<file path="src/rtl/core_arb_pkg.sv">
// Shared encodings for the L1 fetch/data arbiter: operation and size codes, FSM states, owner ids.
package core_arb_pkg;

    localparam int unsigned CORE_COP_W  = 3;
    localparam int unsigned CORE_SIZE_W = 3;

    localparam logic [CORE_COP_W-1:0] CORE_COP_RD = 3'd0;
    localparam logic [CORE_COP_W-1:0] CORE_COP_WR = 3'd1;

    localparam logic [CORE_SIZE_W-1:0] CORE_SIZE_B = 3'd0;
    localparam logic [CORE_SIZE_W-1:0] CORE_SIZE_H = 3'd1;
    localparam logic [CORE_SIZE_W-1:0] CORE_SIZE_W_ = 3'd2;

    typedef enum logic [1:0] {
        ST_IDLE = 2'd0,
        ST_REQ  = 2'd1,
        ST_RESP = 2'd2,
        ST_DONE = 2'd3
    } arb_state_t;

    typedef enum logic {
        OWN_I = 1'b0,
        OWN_D = 1'b1
    } arb_owner_t;

    // Unknown operation codes are issued to memory as reads.
    function automatic logic [CORE_COP_W-1:0] core_cop_norm(input logic [CORE_COP_W-1:0] cop);
        return (cop == CORE_COP_WR) ? CORE_COP_WR : CORE_COP_RD;
    endfunction

endpackage

</file>
<file path="src/rtl/core_nc_chk.sv">
// Non-cacheable window compare: address falls in the window when its masked bits equal the masked base.
module core_nc_chk #(
    parameter int unsigned ADDR_W = 32
) (
    input  logic [ADDR_W-1:0] addr,
    input  logic [ADDR_W-1:0] base,
    input  logic [ADDR_W-1:0] mask,
    output logic              nc_c
);

    assign nc_c = ((addr & mask) == (base & mask));

endmodule

</file>
<file path="src/rtl/core_l1_arb.sv">
// Shares one memory request port between the fetch (l1i) and load/store (l1d) channels, one
// transaction at a time. Define CORE_ARB_RR_EN for round-robin ties; default is data-over-fetch.
module core_l1_arb
    import core_arb_pkg::*;
#(
    parameter int unsigned ADDR_W = 32,
    parameter int unsigned DATA_W = 32
) (
    input  logic                   clk,
    input  logic                   rst_n,
    input  logic [31:0]            csr_nc_base,
    input  logic [31:0]            csr_nc_mask,
    input  logic                   l1i_req_val,
    input  logic [ADDR_W-1:0]      l1i_req_addr,
    output logic                   l1i_ack,
    output logic [DATA_W-1:0]      l1i_ack_rdata,
    input  logic                   l1d_req_val,
    input  logic [ADDR_W-1:0]      l1d_req_addr,
    input  logic [CORE_COP_W-1:0]  l1d_req_cop,
    input  logic [DATA_W-1:0]      l1d_req_wdata,
    input  logic [CORE_SIZE_W-1:0] l1d_req_size,
    output logic                   l1d_ack,
    output logic [DATA_W-1:0]      l1d_ack_rdata,
    output logic                   mem_req_val,
    input  logic                   mem_req_rdy,
    output logic [ADDR_W-1:0]      mem_req_addr,
    output logic [CORE_COP_W-1:0]  mem_req_cop,
    output logic [DATA_W-1:0]      mem_req_wdata,
    output logic [CORE_SIZE_W-1:0] mem_req_size,
    output logic                   mem_req_nc,
    input  logic                   mem_ack_val,
    input  logic [DATA_W-1:0]      mem_ack_rdata
);

    arb_state_t             state_q, state_d;
    arb_owner_t             owner_q, owner_d;
    arb_owner_t             win_c;
    logic [ADDR_W-1:0]      win_addr_c;
    logic                   win_nc_c;

    logic                   req_val_d;
    logic [ADDR_W-1:0]      req_addr_d;
    logic [CORE_COP_W-1:0]  req_cop_d;
    logic [DATA_W-1:0]      req_wdata_d;
    logic [CORE_SIZE_W-1:0] req_size_d;
    logic                   req_nc_d;
    logic                   i_ack_d, d_ack_d;
    logic [DATA_W-1:0]      i_rdata_d, d_rdata_d;

`ifdef CORE_ARB_RR_EN
    arb_owner_t             rr_last_q, rr_last_d;

    // Tie goes to whichever channel was not granted last.
    always_comb begin : win_sel
        win_c = OWN_I;
        if (l1i_req_val && l1d_req_val) begin
            win_c = (rr_last_q == OWN_D) ? OWN_I : OWN_D;
        end else if (l1d_req_val) begin
            win_c = OWN_D;
        end
    end
`else
    always_comb begin : win_sel
        win_c = l1d_req_val ? OWN_D : OWN_I;
    end
`endif

    assign win_addr_c = (win_c == OWN_D) ? l1d_req_addr : l1i_req_addr;

    core_nc_chk #(
        .ADDR_W (ADDR_W)
    ) u_nc_chk (
        .addr (win_addr_c),
        .base (ADDR_W'(csr_nc_base)),
        .mask (ADDR_W'(csr_nc_mask)),
        .nc_c (win_nc_c)
    );

    // Next-state and next-output logic; request fields and rdata hold unless updated.
    always_comb begin : fsm_next
        state_d     = state_q;
        owner_d     = owner_q;
        req_val_d   = 1'b0;
        req_addr_d  = mem_req_addr;
        req_cop_d   = mem_req_cop;
        req_wdata_d = mem_req_wdata;
        req_size_d  = mem_req_size;
        req_nc_d    = mem_req_nc;
        i_ack_d     = 1'b0;
        d_ack_d     = 1'b0;
        i_rdata_d   = l1i_ack_rdata;
        d_rdata_d   = l1d_ack_rdata;
`ifdef CORE_ARB_RR_EN
        rr_last_d   = rr_last_q;
`endif

        unique case (state_q)
            ST_IDLE: begin
                if (l1i_req_val || l1d_req_val) begin
                    owner_d    = win_c;
                    req_val_d  = 1'b1;
                    req_addr_d = win_addr_c;
                    req_nc_d   = win_nc_c;
                    if (win_c == OWN_D) begin
                        req_cop_d   = core_cop_norm(l1d_req_cop);
                        req_wdata_d = l1d_req_wdata;
                        req_size_d  = l1d_req_size;
                    end else begin
                        req_cop_d   = CORE_COP_RD;
                        req_wdata_d = '0;
                        req_size_d  = CORE_SIZE_W_;
                    end
`ifdef CORE_ARB_RR_EN
                    rr_last_d  = win_c;
`endif
                    state_d    = ST_REQ;
                end
            end
            ST_REQ: begin
                req_val_d = 1'b1;
                if (mem_req_rdy) begin
                    req_val_d = 1'b0;
                    state_d   = ST_RESP;
                end
            end
            ST_RESP: begin
                if (mem_ack_val) begin
                    if (owner_q == OWN_D) begin
                        d_rdata_d = mem_ack_rdata;
                        d_ack_d   = 1'b1;
                    end else begin
                        i_rdata_d = mem_ack_rdata;
                        i_ack_d   = 1'b1;
                    end
                    state_d = ST_DONE;
                end
            end
            ST_DONE: begin
                state_d = ST_IDLE;
            end
            default: begin
                state_d = ST_IDLE;
            end
        endcase
    end

    always_ff @(posedge clk or negedge rst_n) begin : fsm_regs
        if (!rst_n) begin
            state_q       <= ST_IDLE;
            owner_q       <= OWN_I;
            mem_req_val   <= 1'b0;
            mem_req_addr  <= '0;
            mem_req_cop   <= '0;
            mem_req_wdata <= '0;
            mem_req_size  <= '0;
            mem_req_nc    <= 1'b0;
            l1i_ack       <= 1'b0;
            l1d_ack       <= 1'b0;
            l1i_ack_rdata <= '0;
            l1d_ack_rdata <= '0;
`ifdef CORE_ARB_RR_EN
            rr_last_q     <= OWN_D;
`endif
        end else begin
            state_q       <= state_d;
            owner_q       <= owner_d;
            mem_req_val   <= req_val_d;
            mem_req_addr  <= req_addr_d;
            mem_req_cop   <= req_cop_d;
            mem_req_wdata <= req_wdata_d;
            mem_req_size  <= req_size_d;
            mem_req_nc    <= req_nc_d;
            l1i_ack       <= i_ack_d;
            l1d_ack       <= d_ack_d;
            l1i_ack_rdata <= i_rdata_d;
            l1d_ack_rdata <= d_rdata_d;
`ifdef CORE_ARB_RR_EN
            rr_last_q     <= rr_last_d;
`endif
        end
    end

endmodule

</file>
<file path="config.mk">
export PLATFORM = sky130hd
export DESIGN_NAME = core_l1_arb
export DESIGN_NICKNAME = d
export VERILOG_FILES = /design/src/rtl/core_arb_pkg.sv /design/src/rtl/core_nc_chk.sv /design/src/rtl/core_l1_arb.sv
export SDC_FILE = /design/constraint.sdc
export NUM_CORES = 1
export LEC_CHECK = 0
export ABC_AREA = 1
export BUFFER_PORTS_ARGS = -buffer_cell sky130_fd_sc_hd__buf_4
export CAP_MARGIN = 5
export CORE_MARGIN = 3
export CORE_UTILIZATION = 40
export CTS_CLUSTER_DIAMETER = 60
export CTS_CLUSTER_SIZE = 20
export DETAILED_ROUTE_END_ITERATION = 8
export PLACE_DENSITY = 0.84
export RECOVER_POWER = 50
export SLEW_MARGIN = 20
export SYNTH_ARGS = -nofsm -noshare
export SYNTH_HDL_FRONTEND = slang
export SYNTH_HIERARCHICAL = 1
export SYNTH_SLANG_ARGS = --single-unit
</file>
<file path="constraint.sdc">
create_clock -name clk -period 1.46 [get_ports clk]
set_input_delay 0.073 -clock clk [delete_from_list [all_inputs] [get_ports clk]]
set_output_delay 0.073 -clock clk [all_outputs]
set_load 0.01 [all_outputs]
</file>
==> flow_metrics.py, run 1 <==
metrics = {
    "yosys": {
        "seq_area_frac_synth": 0.5467,
        "ys_ff_latch": 139,
        "synth_area_leaders": "dfrtp_1, nand2_1, o21ai_0, inv_1, nor2_1",
        "synth_top_area_share": 0.5467,
        "synth_area_um2": 6362,
        "synth_cell_types": 20,
        "syn-mean-instance-area_um2": 7.693,
        "synth_cells": 827,
        "ys_warn_count": 6,
        "synth_top_area_cell": "dfrtp_1",
    },
    "route": {
        "detail_route.first_pass.iterations": 5,
        "num_vias": 7153,
        "ant_nets": 0,
        "viasPerCell": 4.817,
        "wl_um": 24240,
        "drt_iter0_markers": 453,
        "remaining_drc_errors": 0,
        "wl_per_cell_um": 16.33,
    },
    "clock_tree": {
        "ctsHtreeMaxLevel": 4,
        "clk_path_buf_depth": 2,
        "cts_tree": "built",
        "clk_pin_slew_ps": 60,
        "cts_sinks": 139,
        "clk_latency_ps": 410,
        "cts_made_buffers": 17,
        "cts-root-buf": "clkbuf_16",
    },
    "power_and_ir_drop": {
        "p_leak_nw": 5.822,
        "totalPowerFinal_mw": 18.30,
        "p_clk_frac": 0.239,
        "switching_share": 0.3771,
        "ir_worst_vdd_uv": 954.6,
        "switchingPower_mw": 6.902,
        "power_frac_comb": 0.402,
        "powerDensity_nw_per_um2": 1740,
        "seq_power_share": 0.358,
        "p_int_mw": 11.40,
    },
    "global_routing": {
        "overflow": 0,
        "grt_usage": 0.2691,
        "first_global_vias": 7181,
        "grt_max_degree": 51,
        "antenna_found_initial": 2,
        "grt_pass1_wl_um": 37130,
    },
    "layout": {
        "ff_latch_area_um2": 3478,
        "fillers": 1265,
        "final_cell_area_um2": 10520,
        "layout_common_cells": "nand2_1, buf_4, dfrtp_1, o21ai_0, inv_1",
        "mostFrequentLayoutCell": "nand2_1",
        "finalNetCount": 1467,
        "multi_input_area_um2": 2412,
        "syn_to_final_growth_pct": 65.31,
        "drive_gt1_frac": 0.2759,
        "utilization": 0.6842,
    },
    "timing": {
        "clock-skew-final_ps": 10.39,
        "setup_slack_ps": 67.00,
        "slew_headroom": 0.3610,
        "finalSetupViolations": 0,
        "hold_violations": 0,
        "drv_slew": 0,
        "rsz0062_at_grt": "false",
        "finalCritPeriodShare": 0.9541,
        "max_freq_ghz": 0.7179,
        "fin_setup_tns_ps": 0,
        "period_minus_slack_ps": 1393,
        "worst_pin_slew_ps": 958.6,
    },
    "placement": {
        "post_dp_cell_area_um2": 9393,
        "gp_congestion": 0.9417,
        "portBuffers": 339,
        "post-place-ws_ps": -167.0,
        "dp_hpwl_um": 16420,
    },
    "setup_path": {
        "setup.worst_path.end_class": "register",
        "reg2reg_from": "state_q[0]",
        "worstPathRequired_ps": 1760,
        "path_class": "reg2reg",
        "endpoint": "mem_req_wdata[26]",
        "reg2reg_slack_ps": 70,
        "startpoint": "state_q[0]",
        "worstPathArrival_ps": 1690,
        "crit_path_max_fanout": 29,
        "r2r_end": "mem_req_wdata[26]",
        "reg2reg_depth": 8,
        "start_kind": "register",
    },
    "floorplanning": {
        "fp.coreArea_um2": 15370,
        "ioPinCount": 342,
        "start_util": 0.4139,
        "num_rows": 45,
        "fp.dieH_um": 132.1,
        "die-width_um": 132.1,
        "dieArea_um2": 17460,
    },
    "worst_hold_path": {
        "min-delay-path-class": "in2reg",
    },
    "outcome": {
        "status": "complete, no violations",
    },
    "job": {
        "cap_viol_max_count": 0,
    },
}
## cell families (layout without fill, tap and decap cells)
| family | after synthesis | in the layout | synth area share |
|---|---|---|---|
| and+or+nand+nor | 459 | 459 | 0.2863 |
| AOI/OAI and AO/OA | 102 | 102 | 0.08024 |
| other | 1 | 4 | 0.0005894 |
| buffers and inverters | 123 | 567 | 0.08024 |
| DFF | 139 | 139 | 0.5467 |
| adders and majority gates | 3 | 3 | 0.005900 |
## metrics by stage
step	hold slack (ps)	cells
after global placement	-2.328	1377
after detailed placement	-0.8595	1377
after global routing	71.45	1485
after floorplan	-222.6	828
final	47.03	1485
after CTS	29.20	1480
## synth_stat cells
| cell type | number |
|---|---|
| inv_2 | 1 |
| buf_4 | 3 |
| nand4_1 | 2 |
| clkbuf_1 | 11 |
| dfrtp_1 | 139 |
| ha_1 | 3 |
| conb_1 | 1 |
| buf_1 | 2 |
| buf_2 | 18 |
| clkinv_1 | 1 |
| nor2_1 | 62 |
| nand2_1 | 367 |
| nand3b_1 | 15 |
| nor2_4 | 1 |
| buf_6 | 2 |
| inv_1 | 85 |
| nand3_1 | 11 |
| nor2_8 | 1 |
| o21ai_1 | 3 |
| o21ai_0 | 99 |
## final cells by class
cell class | instances | share of cell area
diodes | 2 | 0.0004759
clock buffers | 17 | 0.04045
clock inverters | 14 | 0.01618
inverters | 87 | 0.03105
multi-input cells | 566 | 0.2294
flip-flops and latches | 139 | 0.3307
well taps | 211 | 0.02510
repair buffers | 449 | 0.3267
## timing repair
| item | in CTS | in global routing |
|---|---|---|
| setup buffers | 0 | 2 |
| setup endpoints to repair | 1 | 93 |
| hold buffers | 72 | 0 |
| gates cloned | 0 | 1 |
| pin swaps | 0 | 0 |
| gates resized for setup | 1 | 9 |
| hold endpoints to repair | 239 | 0 |
## worst max-delay path, cell delays in order, from the launching register on
cell and delay (ps):
dfrtp_1 400, inv_2 110, ha_4 150, inv_2 60, nor2_8 120, inv_2 90, buf_12 170, nand2_1 90
nand2_1 70
## how the worst min path moves through the flow
stage | startpoint | endpoint | slack, ps | cells after the start
floorplan | rst_n | l1d_ack | -220 | 0
global placement | rst_n | l1d_ack_rdata[18] | -2 | 1
detailed placement | rst_n | mem_req_wdata[28] | -0.9 | 1
CTS | l1d_req_addr[10] | mem_req_addr[10] | 30 | 5
global route | l1d_req_addr[10] | mem_req_addr[10] | 70 | 5
finish | l1d_req_addr[10] | mem_req_addr[10] | 50 | 5
## power by group through the flow
stage          Combinational, mW  Clock [mW]  Sequential [mW]
2_1_floorplan               2.53           0             7.18
3_3_place_gp                7.26           0             6.47
3_5_place_dp                7.48           0             6.54
4_1_cts                     7.67        4.45             6.51
5_1_grt                     8.04        4.58             6.75
6_report                    7.36        4.38             6.56
## registers in the layout, summed over array words and instances, names as in the netlist
name,count
l1d_ack,1
l1d_ack_rdata,32
l1i_ack,1
l1i_ack_rdata,32
mem_req_addr,32
mem_req_cop,1
mem_req_nc,1
mem_req_size,3
mem_req_val,1
mem_req_wdata,32
owner_q,1
state_q,2
## layer usage
layer / up-vias / global-route usage / routed length [µm]
li1: 3391 / - / -
met1: 3321 / 0.3037 / 8968
met2: 372 / 0.4792 / 12460
met3: 69 / 0.06794 / 1860
met4: 0 / 0.1219 / 954
met5: - / 0 / 0
(Power assumes the default switching activity.)
==> inputs of run 2 (changes only) <==
--- a/config.mk
+++ b/config.mk
@@ -8,12 +8,13 @@
 export ABC_AREA = 1
 export BUFFER_PORTS_ARGS = -buffer_cell sky130_fd_sc_hd__buf_4
 export CAP_MARGIN = 5
-export CORE_MARGIN = 3
-export CORE_UTILIZATION = 40
+export CORE_AREA = 3 3 133 135
 export CTS_CLUSTER_DIAMETER = 60
 export CTS_CLUSTER_SIZE = 20
 export DETAILED_ROUTE_END_ITERATION = 8
-export PLACE_DENSITY = 0.84
+export DIE_AREA = 0 0 136 138
+export HOLD_SLACK_MARGIN = 0.02
+export PLACE_DENSITY = 0.8
 export RECOVER_POWER = 50
 export SLEW_MARGIN = 20
 export SYNTH_ARGS = -nofsm -noshare
==> flow_metrics.py, run 2 (same netlist as run 1, synthesis figures left out) <==
metrics = {
    "outcome": {
        "status": "complete, no violations",
    },
    "placement": {
        "portBuffers": 339,
        "gp_congestion": 0.9115,
        "dp_hpwl_um": 16760,
        "post_dp_cell_area_um2": 9424,
    },
    "layout": {
        "syn_to_final_growth_pct": 65.41,
        "utilization": 0.6346,
        "layout_common_cells": "nand2_1, buf_4, dfrtp_1, o21ai_0, inv_1",
        "drive_gt1_frac": 0.2766,
        "finalNetCount": 1471,
        "ff_latch_area_um2": 3478,
        "fillers": 1399,
        "multi_input_area_um2": 2402,
        "mostFrequentLayoutCell": "nand2_1",
        "final_cell_area_um2": 10520,
    },
    "power_and_ir_drop": {
        "power_frac_comb": 0.395,
        "p_leak_nw": 5.825,
        "switchingPower_mw": 6.771,
        "switching_share": 0.3707,
        "p_int_mw": 11.49,
        "totalPowerFinal_mw": 18.26,
        "p_clk_frac": 0.246,
        "ir_worst_vdd_uv": 892.0,
        "seq_power_share": 0.359,
        "powerDensity_nw_per_um2": 1736,
    },
    "timing": {
        "drv_slew": 0,
        "hold_violations": 0,
        "max_freq_ghz": 0.7169,
        "finalCritPeriodShare": 0.9554,
        "fin_setup_tns_ps": 0,
        "finalSetupViolations": 0,
        "period_minus_slack_ps": 1395,
        "clock-skew-final_ps": 10.06,
        "worst_pin_slew_ps": 754.4,
        "rsz0062_at_grt": "false",
        "slew_headroom": 0.4971,
    },
    "setup_path": {
        "crit_path_max_fanout": 53,
        "worstPathRequired_ps": 1770,
        "reg2reg_slack_ps": 70,
        "setup.worst_path.end_class": "register",
        "path_class": "reg2reg",
        "start_kind": "register",
        "worstPathArrival_ps": 1710,
    },
    "global_routing": {
        "first_global_vias": 7129,
        "grt_max_degree": 66,
        "overflow": 0,
        "antenna_found_initial": 1,
        "grt_pass1_wl_um": 36080,
        "grt_usage": 0.2436,
    },
    "clock_tree": {
        "cts-root-buf": "clkbuf_16",
        "cts_tree": "built",
        "ctsHtreeMaxLevel": 4,
        "cts_sinks": 139,
        "clk_path_buf_depth": 2,
        "cts_made_buffers": 17,
        "post_cts_buffers": 0,
        "clk_latency_ps": 410,
        "clk_pin_slew_ps": 60,
    },
    "worst_hold_path": {
        "min-delay-path-class": "in2reg",
    },
    "route": {
        "drt_iter0_markers": 319,
        "wl_um": 23850,
        "ant_nets": 0,
        "wl_per_cell_um": 15.92,
        "num_vias": 7000,
        "detail_route.first_pass.iterations": 5,
        "viasPerCell": 4.673,
        "remaining_drc_errors": 0,
    },
    "floorplanning": {
        "num_rows": 47,
        "die-width_um": 136,
        "dieArea_um2": 18770,
        "fp.dieH_um": 138,
        "ioPinCount": 342,
        "fp.coreArea_um2": 16580,
        "start_util": 0.3837,
    },
    "job": {
        "cap_viol_max_count": 0,
    },
}
run 2: cell count changes in the layout (fill, tap and decap cells not counted), moves of 2 or more:
cell / change
buf_4: +6
buf_12: -3
buf_6: +2
clkbuf_1: +2
clkinv_4: -2
inv_6: -2
run 2: per-layer routing:
| metal | wire length [µm] | vias to the layer above | global-route usage | share of wire |
|---|---|---|---|---|
| li1 | - | 3404 | - | - |
| met1 | 8788 | 3222 | 0.2707 | 0.37 |
| met2 | 12180 | 317 | 0.4321 | 0.51 |
| met3 | 1951 | 57 | 0.06504 | 0.082 |
| met4 | 933 | 0 | 0.1082 | 0.039 |
| met5 | 0 | - | 0 | 0 |
run 2: timing repair:
item,in CTS,in global routing
hold buffers,72,0
hold endpoints to repair,239,0
pin swaps,0,1
gates cloned,0,1
endpoints found under the setup margin,11,114
resized for setup,1,10
run 2: critical path, cell delays in order (launching register included):
cell,delay (ps)
dfrtp_1,410
inv_2,90
ha_2,220
nand3_2,120
buf_12,200
o21ai_0,230
run 2: layout make-up:
| class | instances | share of cell area |
|---|---|---|
| multi-input combinational | 566 | 0.2283 |
| antenna | 2 | 0.0004756 |
| tap | 220 | 0.02616 |
| clock buffer | 19 | 0.04114 |
| clock inverter | 12 | 0.01641 |
| sequential | 139 | 0.3305 |
| timing repair buffer | 453 | 0.3258 |
| inverter | 87 | 0.03127 |
run 2: stage by stage:
step | hold WS, ps | setup WS, ps | instances
4_1_cts | 25.31 | 13.54 | 1495
3_5_place_dp | -33.59 | -193.8 | 1392
5_1_grt | 70.04 | 8.131 | 1497
3_3_place_gp | -30.20 | -160.1 | 1392
2_1_floorplan | -222.6 | 67.19 | 828
6_report | 42.49 | 65.17 | 1498
run 2: final timing paths:
| check | cells after the start | start | to |
|---|---|---|---|
| max reg2reg | 5 | state_q[0] | l1d_ack_rdata[6] |
| min reg2reg | 2 | mem_req_wdata[10] | mem_req_wdata[10] |
| min in group asynchronous | 2 | rst_n | mem_req_wdata[30] |
| min | 4 | mem_req_rdy | mem_req_val |
| max | 5 | state_q[0] | l1d_ack_rdata[6] |
| max in group asynchronous | 3 | rst_n | mem_req_addr[29] |
run 2: power by group through the flow:
stage,Sequential [mW],Clock [mW],Combinational [mW]
floorplan,7.18,0,2.53
global placement,6.48,0,7.26
detailed placement,6.54,0,7.47
CTS,6.50,4.55,7.65
global route,6.73,4.76,7.93
finish,6.55,4.49,7.22
